### src/rtl/dm_pkg.sv
// dm_pkg: shared types and constants for the data-memory arbiter.
//   rtag_t : identifies which requester owns the read data returning
//            from memory in the current cycle.
//   DM_AW  : data-memory address width.
//   DM_DW  : data-memory data width.
package dm_pkg;

   localparam int unsigned DM_AW = 16;
   localparam int unsigned DM_DW = 16;

   typedef enum logic [1:0] {
      RTAG_NONE = 2'd0,
      RTAG_P    = 2'd1,
      RTAG_L    = 2'd2
   } rtag_t;

endpackage

### src/rtl/dm_arb_fair.sv
// dm_arb_fair: starvation guard for the loader port.
// Counts consecutive cycles in which the loader requests and loses. Once the
// count reaches MAX_WAIT, force_l is raised so the loader wins the next
// contested cycle. The count clears whenever the loader is granted or stops
// requesting.
// Only instantiated when DM_ARB_FAIR_EN is defined.
// Ports:
//   clk     in   system clock
//   reset   in   asynchronous active-low reset
//   l_req   in   loader request
//   l_gnt   in   loader granted this cycle
//   force_l out  loader must win this cycle if it requests
module dm_arb_fair
#(
   parameter int unsigned MAX_WAIT = 3
) (
   input  logic clk,
   input  logic reset,
   input  logic l_req,
   input  logic l_gnt,
   output logic force_l
);

   localparam logic [1:0] WAIT_LIM = 2'(MAX_WAIT);

   logic [1:0] cnt_r;
   logic [1:0] cnt_next_s;

   // Next value of the lost-cycle counter
   always_comb begin
      cnt_next_s = cnt_r;
      if (!l_req || l_gnt) begin
         cnt_next_s = 2'd0;
      end else if (cnt_r != WAIT_LIM) begin
         cnt_next_s = cnt_r + 2'd1;
      end else begin
         // Saturated: the override will grant L on its next request.
         cnt_next_s = cnt_r;
      end
   end

   // Lost-cycle counter register
   always_ff @(posedge clk or negedge reset) begin
      if (!reset) begin
         cnt_r <= 2'd0;
      end else begin
         cnt_r <= cnt_next_s;
      end
   end

   // Override is a pure decode of the registered count, so it cannot loop
   // back through the grant logic combinationally.
   always_comb begin
      force_l = (cnt_r == WAIT_LIM);
   end

endmodule

### src/rtl/dm_arbiter.sv
// dm_arbiter: two-port arbiter for the single-ported data memory.
// The pipeline port (p_*) has priority over the loader port (l_*). Grant and
// stall are decided combinationally from the requests and registered state;
// the winner's access is forwarded straight to mem_*. A return tag remembers
// which port issued a read so that the data coming back one cycle later is
// steered to the right requester.
// Optional feature: define DM_ARB_FAIR_EN to add the loader starvation guard
// (dm_arb_fair); without it the pipeline has strict priority.
// Ports:
//   clk, reset                        clock, async active-low reset
//   p_req/p_we/p_addr/p_wdata         pipeline request
//   p_stall                           pipeline request not accepted
//   p_rdata/p_rvalid                  pipeline read return
//   l_req/l_we/l_addr/l_wdata         loader request
//   l_gnt                             loader request accepted
//   l_rdata/l_rvalid                  loader read return
//   mem_en/mem_we/mem_addr/mem_din    memory command
//   mem_dout                          memory read data (one cycle after read)
module dm_arbiter
   import dm_pkg::*;
#(
   parameter int unsigned AW       = DM_AW,
   parameter int unsigned DW       = DM_DW,
   parameter int unsigned MAX_WAIT = 3
) (
   input  logic          clk,
   input  logic          reset,
   input  logic          p_req,
   input  logic          p_we,
   input  logic [AW-1:0] p_addr,
   input  logic [DW-1:0] p_wdata,
   output logic          p_stall,
   output logic [DW-1:0] p_rdata,
   output logic          p_rvalid,
   input  logic          l_req,
   input  logic          l_we,
   input  logic [AW-1:0] l_addr,
   input  logic [DW-1:0] l_wdata,
   output logic          l_gnt,
   output logic [DW-1:0] l_rdata,
   output logic          l_rvalid,
   output logic          mem_en,
   output logic          mem_we,
   output logic [AW-1:0] mem_addr,
   output logic [DW-1:0] mem_din,
   input  logic [DW-1:0] mem_dout
);

   // The wait counter is two bits wide, so the limit must fit in it.
   if ((MAX_WAIT < 32'd1) || (MAX_WAIT > 32'd3)) begin : g_bad_max_wait
      $error("dm_arbiter: MAX_WAIT must be in 1..3");
   end

   logic          p_win_s;
   logic          l_win_s;
   logic          force_l_s;
   rtag_t         rtag_r;
   rtag_t         rtag_next_s;
   logic [DW-1:0] p_hold_r;
   logic [DW-1:0] l_hold_r;

`ifdef DM_ARB_FAIR_EN
   dm_arb_fair #(
      .MAX_WAIT (MAX_WAIT)
   ) u_fair (
      .clk     (clk),
      .reset   (reset),
      .l_req   (l_req),
      .l_gnt   (l_win_s),
      .force_l (force_l_s)
   );
`else
   assign force_l_s = 1'b0;
`endif

   // Winner selection; no grants while reset is asserted so memory stays idle
   always_comb begin
      p_win_s = 1'b0;
      l_win_s = 1'b0;
      if (!reset) begin
         p_win_s = 1'b0;
         l_win_s = 1'b0;
      end else if (p_req && !(force_l_s && l_req)) begin
         p_win_s = 1'b1;
      end else if (l_req) begin
         l_win_s = 1'b1;
      end else begin
         p_win_s = 1'b0;
         l_win_s = 1'b0;
      end
   end

   // Handshake outputs; stall is forced low during reset
   always_comb begin
      p_stall = reset & p_req & ~p_win_s;
      l_gnt   = l_win_s;
   end

   // Memory command mux and next return tag
   always_comb begin
      mem_en      = 1'b0;
      mem_we      = 1'b0;
      mem_addr    = '0;
      mem_din     = '0;
      rtag_next_s = RTAG_NONE;
      case ({p_win_s, l_win_s})
         2'b10: begin
            mem_en      = 1'b1;
            mem_we      = p_we;
            mem_addr    = p_addr;
            mem_din     = p_wdata;
            rtag_next_s = p_we ? RTAG_NONE : RTAG_P;
         end
         2'b01: begin
            mem_en      = 1'b1;
            mem_we      = l_we;
            mem_addr    = l_addr;
            mem_din     = l_wdata;
            rtag_next_s = l_we ? RTAG_NONE : RTAG_L;
         end
         default: begin
            mem_en      = 1'b0;
            mem_we      = 1'b0;
            mem_addr    = '0;
            mem_din     = '0;
            rtag_next_s = RTAG_NONE;
         end
      endcase
   end

   // Return tag and per-port read-data hold registers
   always_ff @(posedge clk or negedge reset) begin
      if (!reset) begin
         rtag_r   <= RTAG_NONE;
         p_hold_r <= '0;
         l_hold_r <= '0;
      end else begin
         rtag_r <= rtag_next_s;
         if (rtag_r == RTAG_P) begin
            p_hold_r <= mem_dout;
         end
         if (rtag_r == RTAG_L) begin
            l_hold_r <= mem_dout;
         end
      end
   end

   // Read return: during the tagged cycle memory data flows through; the
   // hold register keeps it visible until the next return to that port.
   always_comb begin
      p_rvalid = (rtag_r == RTAG_P);
      l_rvalid = (rtag_r == RTAG_L);
      if (p_rvalid) begin
         p_rdata = mem_dout;
      end else begin
         p_rdata = p_hold_r;
      end
      if (l_rvalid) begin
         l_rdata = mem_dout;
      end else begin
         l_rdata = l_hold_r;
      end
   end

endmodule

### config.mk
export PLATFORM = sky130hd
export DESIGN_NAME = dm_arbiter
export DESIGN_NICKNAME = d
export VERILOG_FILES = /design/src/rtl/dm_pkg.sv /design/src/rtl/dm_arb_fair.sv /design/src/rtl/dm_arbiter.sv
export SDC_FILE = /design/constraint.sdc
export NUM_CORES = 1
export LEC_CHECK = 0
export CAP_MARGIN = 20
export CORE_ASPECT_RATIO = 1.2
export CORE_MARGIN = 2
export CORE_UTILIZATION = 34
export DETAILED_ROUTE_END_ITERATION = 6
export HOLD_SLACK_MARGIN = 0.08
export PLACE_DENSITY = 0.85
export RECOVER_POWER = 100
export SYNTH_ARGS = -nofsm -noshare
export SYNTH_HDL_FRONTEND = slang
export SYNTH_SLANG_ARGS = --single-unit
### constraint.sdc
create_clock -name clk -period 3.1 [get_ports clk]
set_clock_uncertainty 0.2 [all_clocks]
set_input_delay 0.465 -clock clk [delete_from_list [all_inputs] [get_ports clk]]
set_output_delay 0.465 -clock clk [all_outputs]
set_load 0.05 [all_outputs]
# [Word level (Yosys, flattened, before mapping)]
# Cells that the tools add are included.
[word_totals] reg_bits=34 in_bits=86 out_inout_bits=70 elab_cells=25
[classes] n_eq_ne=4 n_mux=14 n_bitwise=3 reduce_logical=1
[op_table] op="16-bit one-hot mux with 2 select lines" count=2
[op_table] op="16-bit 2-to-1 mux" count=2
[op_table] op="1-bit 2-to-1 mux" count=7
[op_table] op="2-bit by 1-bit equality test with 1-bit output (second input constant)" count=2
[op_table] op="2-bit equality test (second input constant)" count=2
[op_table] op="2-bit one-hot mux with 2 select lines" count=1
[op_table] op="1-bit AND" count=2
[op_table] op="2-bit 2-to-1 mux" count=1
[op_table] op="1-bit one-hot mux with 2 select lines" count=1
[op_table] op="2-bit OR reduction" count=1
[op_table] op="1-bit inverter" count=1

# [Depth between registers and ports, before layout]
# Gate-level depths: netlist (run 1).
[logic_depth] word_depth=6 mapped_depth=4

# [Least setup slack after synthesis (run 1)]
# No wires, ideal clock.
[synth_path] path_kind="input to output" startpoint="in l_req" endpoint="out l_gnt" t_arrival_ns=1.517 path_slack_ns=0.918 path_stages=4 n_path_buf=2 path_cell_list="buf_2 buf_2 nand2_1 nor2_1"
[synth_between] elab_chain_cells=3
[synth_lines] item="start, declared" line_no="dm_arbiter.sv:35" text="input logic l_req,"
[synth_lines] item="1-bit 2-to-1 mux" line_no="dm_arbiter.sv:85" text="end else if (l_req) begin"
[synth_lines] item="1-bit 2-to-1 mux" line_no="dm_arbiter.sv:83" text="end else if (p_req && !(force_l_s && l_req)) begin"
[synth_lines] item="1-bit 2-to-1 mux" line_no="dm_arbiter.sv:80" text="if (!reset) begin"
[synth_lines] item="end, declared" line_no="dm_arbiter.sv:39" text="output logic l_gnt,"
# Every way passes these cells.

# [Worst setup path in the final report (run 1)]
[layout_path] startpoint="in reset" endpoint="out mem_din[12]"
[layout_between] elab_chain_cells=3
[layout_lines] item="start, declared" line_no="dm_arbiter.sv:27" text="input logic reset,"
[layout_lines] item="1-bit 2-to-1 mux" line_no="dm_arbiter.sv:80"
[layout_lines] item="2-bit by 1-bit equality test with 1-bit output or 2-bit equality test (tied branches)" line_no="dm_arbiter.sv:106" text="case ({p_win_s, l_win_s})"
[layout_lines] item="16-bit one-hot mux with 2 select lines (*)" line_no="dm_arbiter.sv:106"
[layout_lines] item="end, declared" line_no="dm_arbiter.sv:45" text="output logic [DW-1:0] mem_din,"
# Every way passes the cells marked *; elsewhere a longest branch is shown, timed or not.

==> run metrics, run 1 <==
status finished clean; Area after DPL 3630 um2; Nets 366; I/O pins 156; gate count of the mapped netlist 127; FILL cells 473; met3 wire len 644 um; worst-skew pair later-pin latency 0.29 ns; # diodes 0; dpl cells 334; vias per cell 5.073; First-pass DRT Iterations 5; fmax 338.8 MHz; Total GRT Usage 20.77%; area growth from synthesis to layout 80.01%; most frequent cell after synthesis dfrtp_1; Num Clock Sinks 34; clk root buf clkbuf_8; largest net degree at the start of global routing 35; Final Hold Viols 0; max-cap violation count 0; Slew Limit Headroom 23.89%; post-route minimum period 2.952 ns; reg-to-reg endpoint l_hold_r[11]; Post-Syn Nets 213; post-synthesis sequential area ratio 46.70%; critical path class in2out; via count 1,740; Post-DP HPWL 4959 um; vias in the first global route 1,912; R2R Path Start rtag_r[1]; final slew viol count 0; PwrDens 543.4 nW/um2; Top FF cell, synth dfrtp_1; layout cell share with drive strength beyond 1 20.28%; LEAKAGE 0.001350 uW; top cells by area, synth dfrtp_1 (47%), a32o_1 (18%), mux2_4 (15%); DR DRC count 0; routed metal-1 wire length 2127 um; Routed WL 6110 um; Final Cycle Share 95.22%; Worst Min Path Start p_hold_r[9]; Synth Cell Area 1822 um2; R2R setup slack 1.39 ns; Die Ht 84.19 um; maximum clock path buffer count 2; async set or reset register ratio after synthesis 100.0%; first-pass GRT wire length 9666 um; wire length per cell 17.81 um; placer congestion estimate 0.7554; unrepaired setup endpoints after global routing false; largest area contributor in the netlist dfrtp_1; non-filler cells, final 343; DIE WIDTH 70.82 um; Finish-stage setup viols 0; clk slew on worst S/H paths 0.07 ns; Iteration-0 DRC Markers 62; initial antenna violation count 0; number of synthesized flops with an enable pin 0; metal2 WL 3206 um; postcts setup bufs 0; post-synth cell types 19; WP data required 2.43 ns; Hold WC Path Type reg2reg; CP Capture Type output port; Port Buffer Count 154; Yosys warning count 0; highest metal used met4; most instantiated cells after synthesis dfrtp_1 (34), a32o_1 (33), mux2_4 (18); Site Rows 29; final setup TNS 0 ns; crit path DAT 2.29 ns; Core Footprint 5225 um2; Worst Reg-to-Reg Cells 3; CTS tree yes; Worst Tran Pin Value 1.142 ns; Yosys reg bits 34; Worst Path Max Fanout 33; Hold Path Stages 1; Yosys top cell area share 46.70%; H-tree depth 2; Post-DRT Antenna Nets 0; syn_area_per_cell 14.34 um2; initial cell density of the core 34.87%; VDD IR max 0.2118 mV; Startpoint Class primary input; worst hold endpoint p_hold_r[9]; die area 5962 um2; worst hold margin 0.2827 ns; CTS Buf Count 5; fin util 62.76%; fin area 3279 um2; grt ovf 0
[cell usage in the layout, fill, tap and decap left out, types with 2 or more instances in the layout]
master / instances
clkdlybuf4s50_1: 84
dfrtp_1: 34
a32o_1: 33
clkbuf_1: 29
mux2_1: 26
buf_12: 16
clkbuf_2: 10
dlygate4sd3_1: 8
buf_2: 8
buf_4: 7
clkbuf_8: 6
mux2_2: 5
nor2b_1: 2
[logic make-up after synthesis]
group           after synthesis  share of synthesized area [%]
mux                          32                          23.49
flops                        34                          46.70
compound gates               34                          18.54
simple gates                  8                          2.541
buf+inv                      18                          8.516
other cells                   1                         0.2058
[area by class of cell]
class / count / area [um2] / share of cell area [%]
Timing Repair Buffer: 163 / 1500 / 45.75
Sequential cell: 34 / 850.8 / 25.94
Multi-Input combinational cell: 75 / 752.0 / 22.93
Clock buffer: 6 / 82.58 / 2.518
Tap cell: 62 / 77.57 / 2.366
Clock inverter: 2 / 12.51 / 0.3815
Inverter: 1 / 3.754 / 0.1145
[per-stage QoR]
stage                     worst slack [ns]  total power (uW)
after CTS                           0.1010              1978
final                               0.1483              1782
after detailed placement            0.5124              1632
after global placement              0.5210              1613
after floorplan                     0.9181              1213
after global routing               0.04485              1862
[report_power, final]
group	leakage (uW)	internal, uW	switching (uW)
Combinational	0.000900	288	602
Sequential	0.000403	534	21.6
Clock	0.0000472	178	159
Total	0.00135	1000	782
[registers in the layout, summed over array words and instances, names as in the netlist]
name      flops
l_hold_r     16
p_hold_r     16
rtag_r        2
[timing repair]
action | CTS | global route
hold buffers | 1 | 0
endpoints found under the setup margin | 0 | 2
resized for setup | 0 | 1
hold endpoints to repair | 12 | 0
[per-layer routing]
metal	global-route usage (%)	up-vias
met5	0	-
met2	36.79	109
met3	8.403	10
met1	22.43	818
li1	-	803
met4	6.518	0
[how the worst max path moves through the flow]
stage          cells past startpoint  slack [ns]     endpoint         from
3_3_place_gp                       3        0.52   l_rdata[5]  mem_dout[5]
6_report                           6        0.15  mem_din[12]        reset
2_1_floorplan                      4        0.92        l_gnt        l_req
3_5_place_dp                       5        0.51  mem_addr[5]        p_req
5_1_grt                            6        0.04  mem_din[12]        reset
4_1_cts                            6        0.10  mem_addr[5]        reset
[worst max-delay path, stage by stage]
cell and delay [ns]:
dlygate4sd3_1 0.54, clkbuf_4 0.27, nor2b_2 0.17, buf_4 0.32
a32o_1 0.21, clkbuf_2 0.29
No activity file was read; power rests on OpenSTA's default activity.
==> run 2, diff against run 1 <==
--- a/config.mk
+++ b/config.mk
@@ -5,10 +5,10 @@
 export SDC_FILE = /design/constraint.sdc
 export NUM_CORES = 1
 export LEC_CHECK = 0
-export CAP_MARGIN = 20
 export CORE_ASPECT_RATIO = 1.2
 export CORE_MARGIN = 2
 export CORE_UTILIZATION = 34
+export CTS_CLUSTER_DIAMETER = 60
 export DETAILED_ROUTE_END_ITERATION = 6
 export HOLD_SLACK_MARGIN = 0.08
 export PLACE_DENSITY = 0.85
==> results of run 2 <==
Final layout, timing and power as in run 1 (identical DEF).
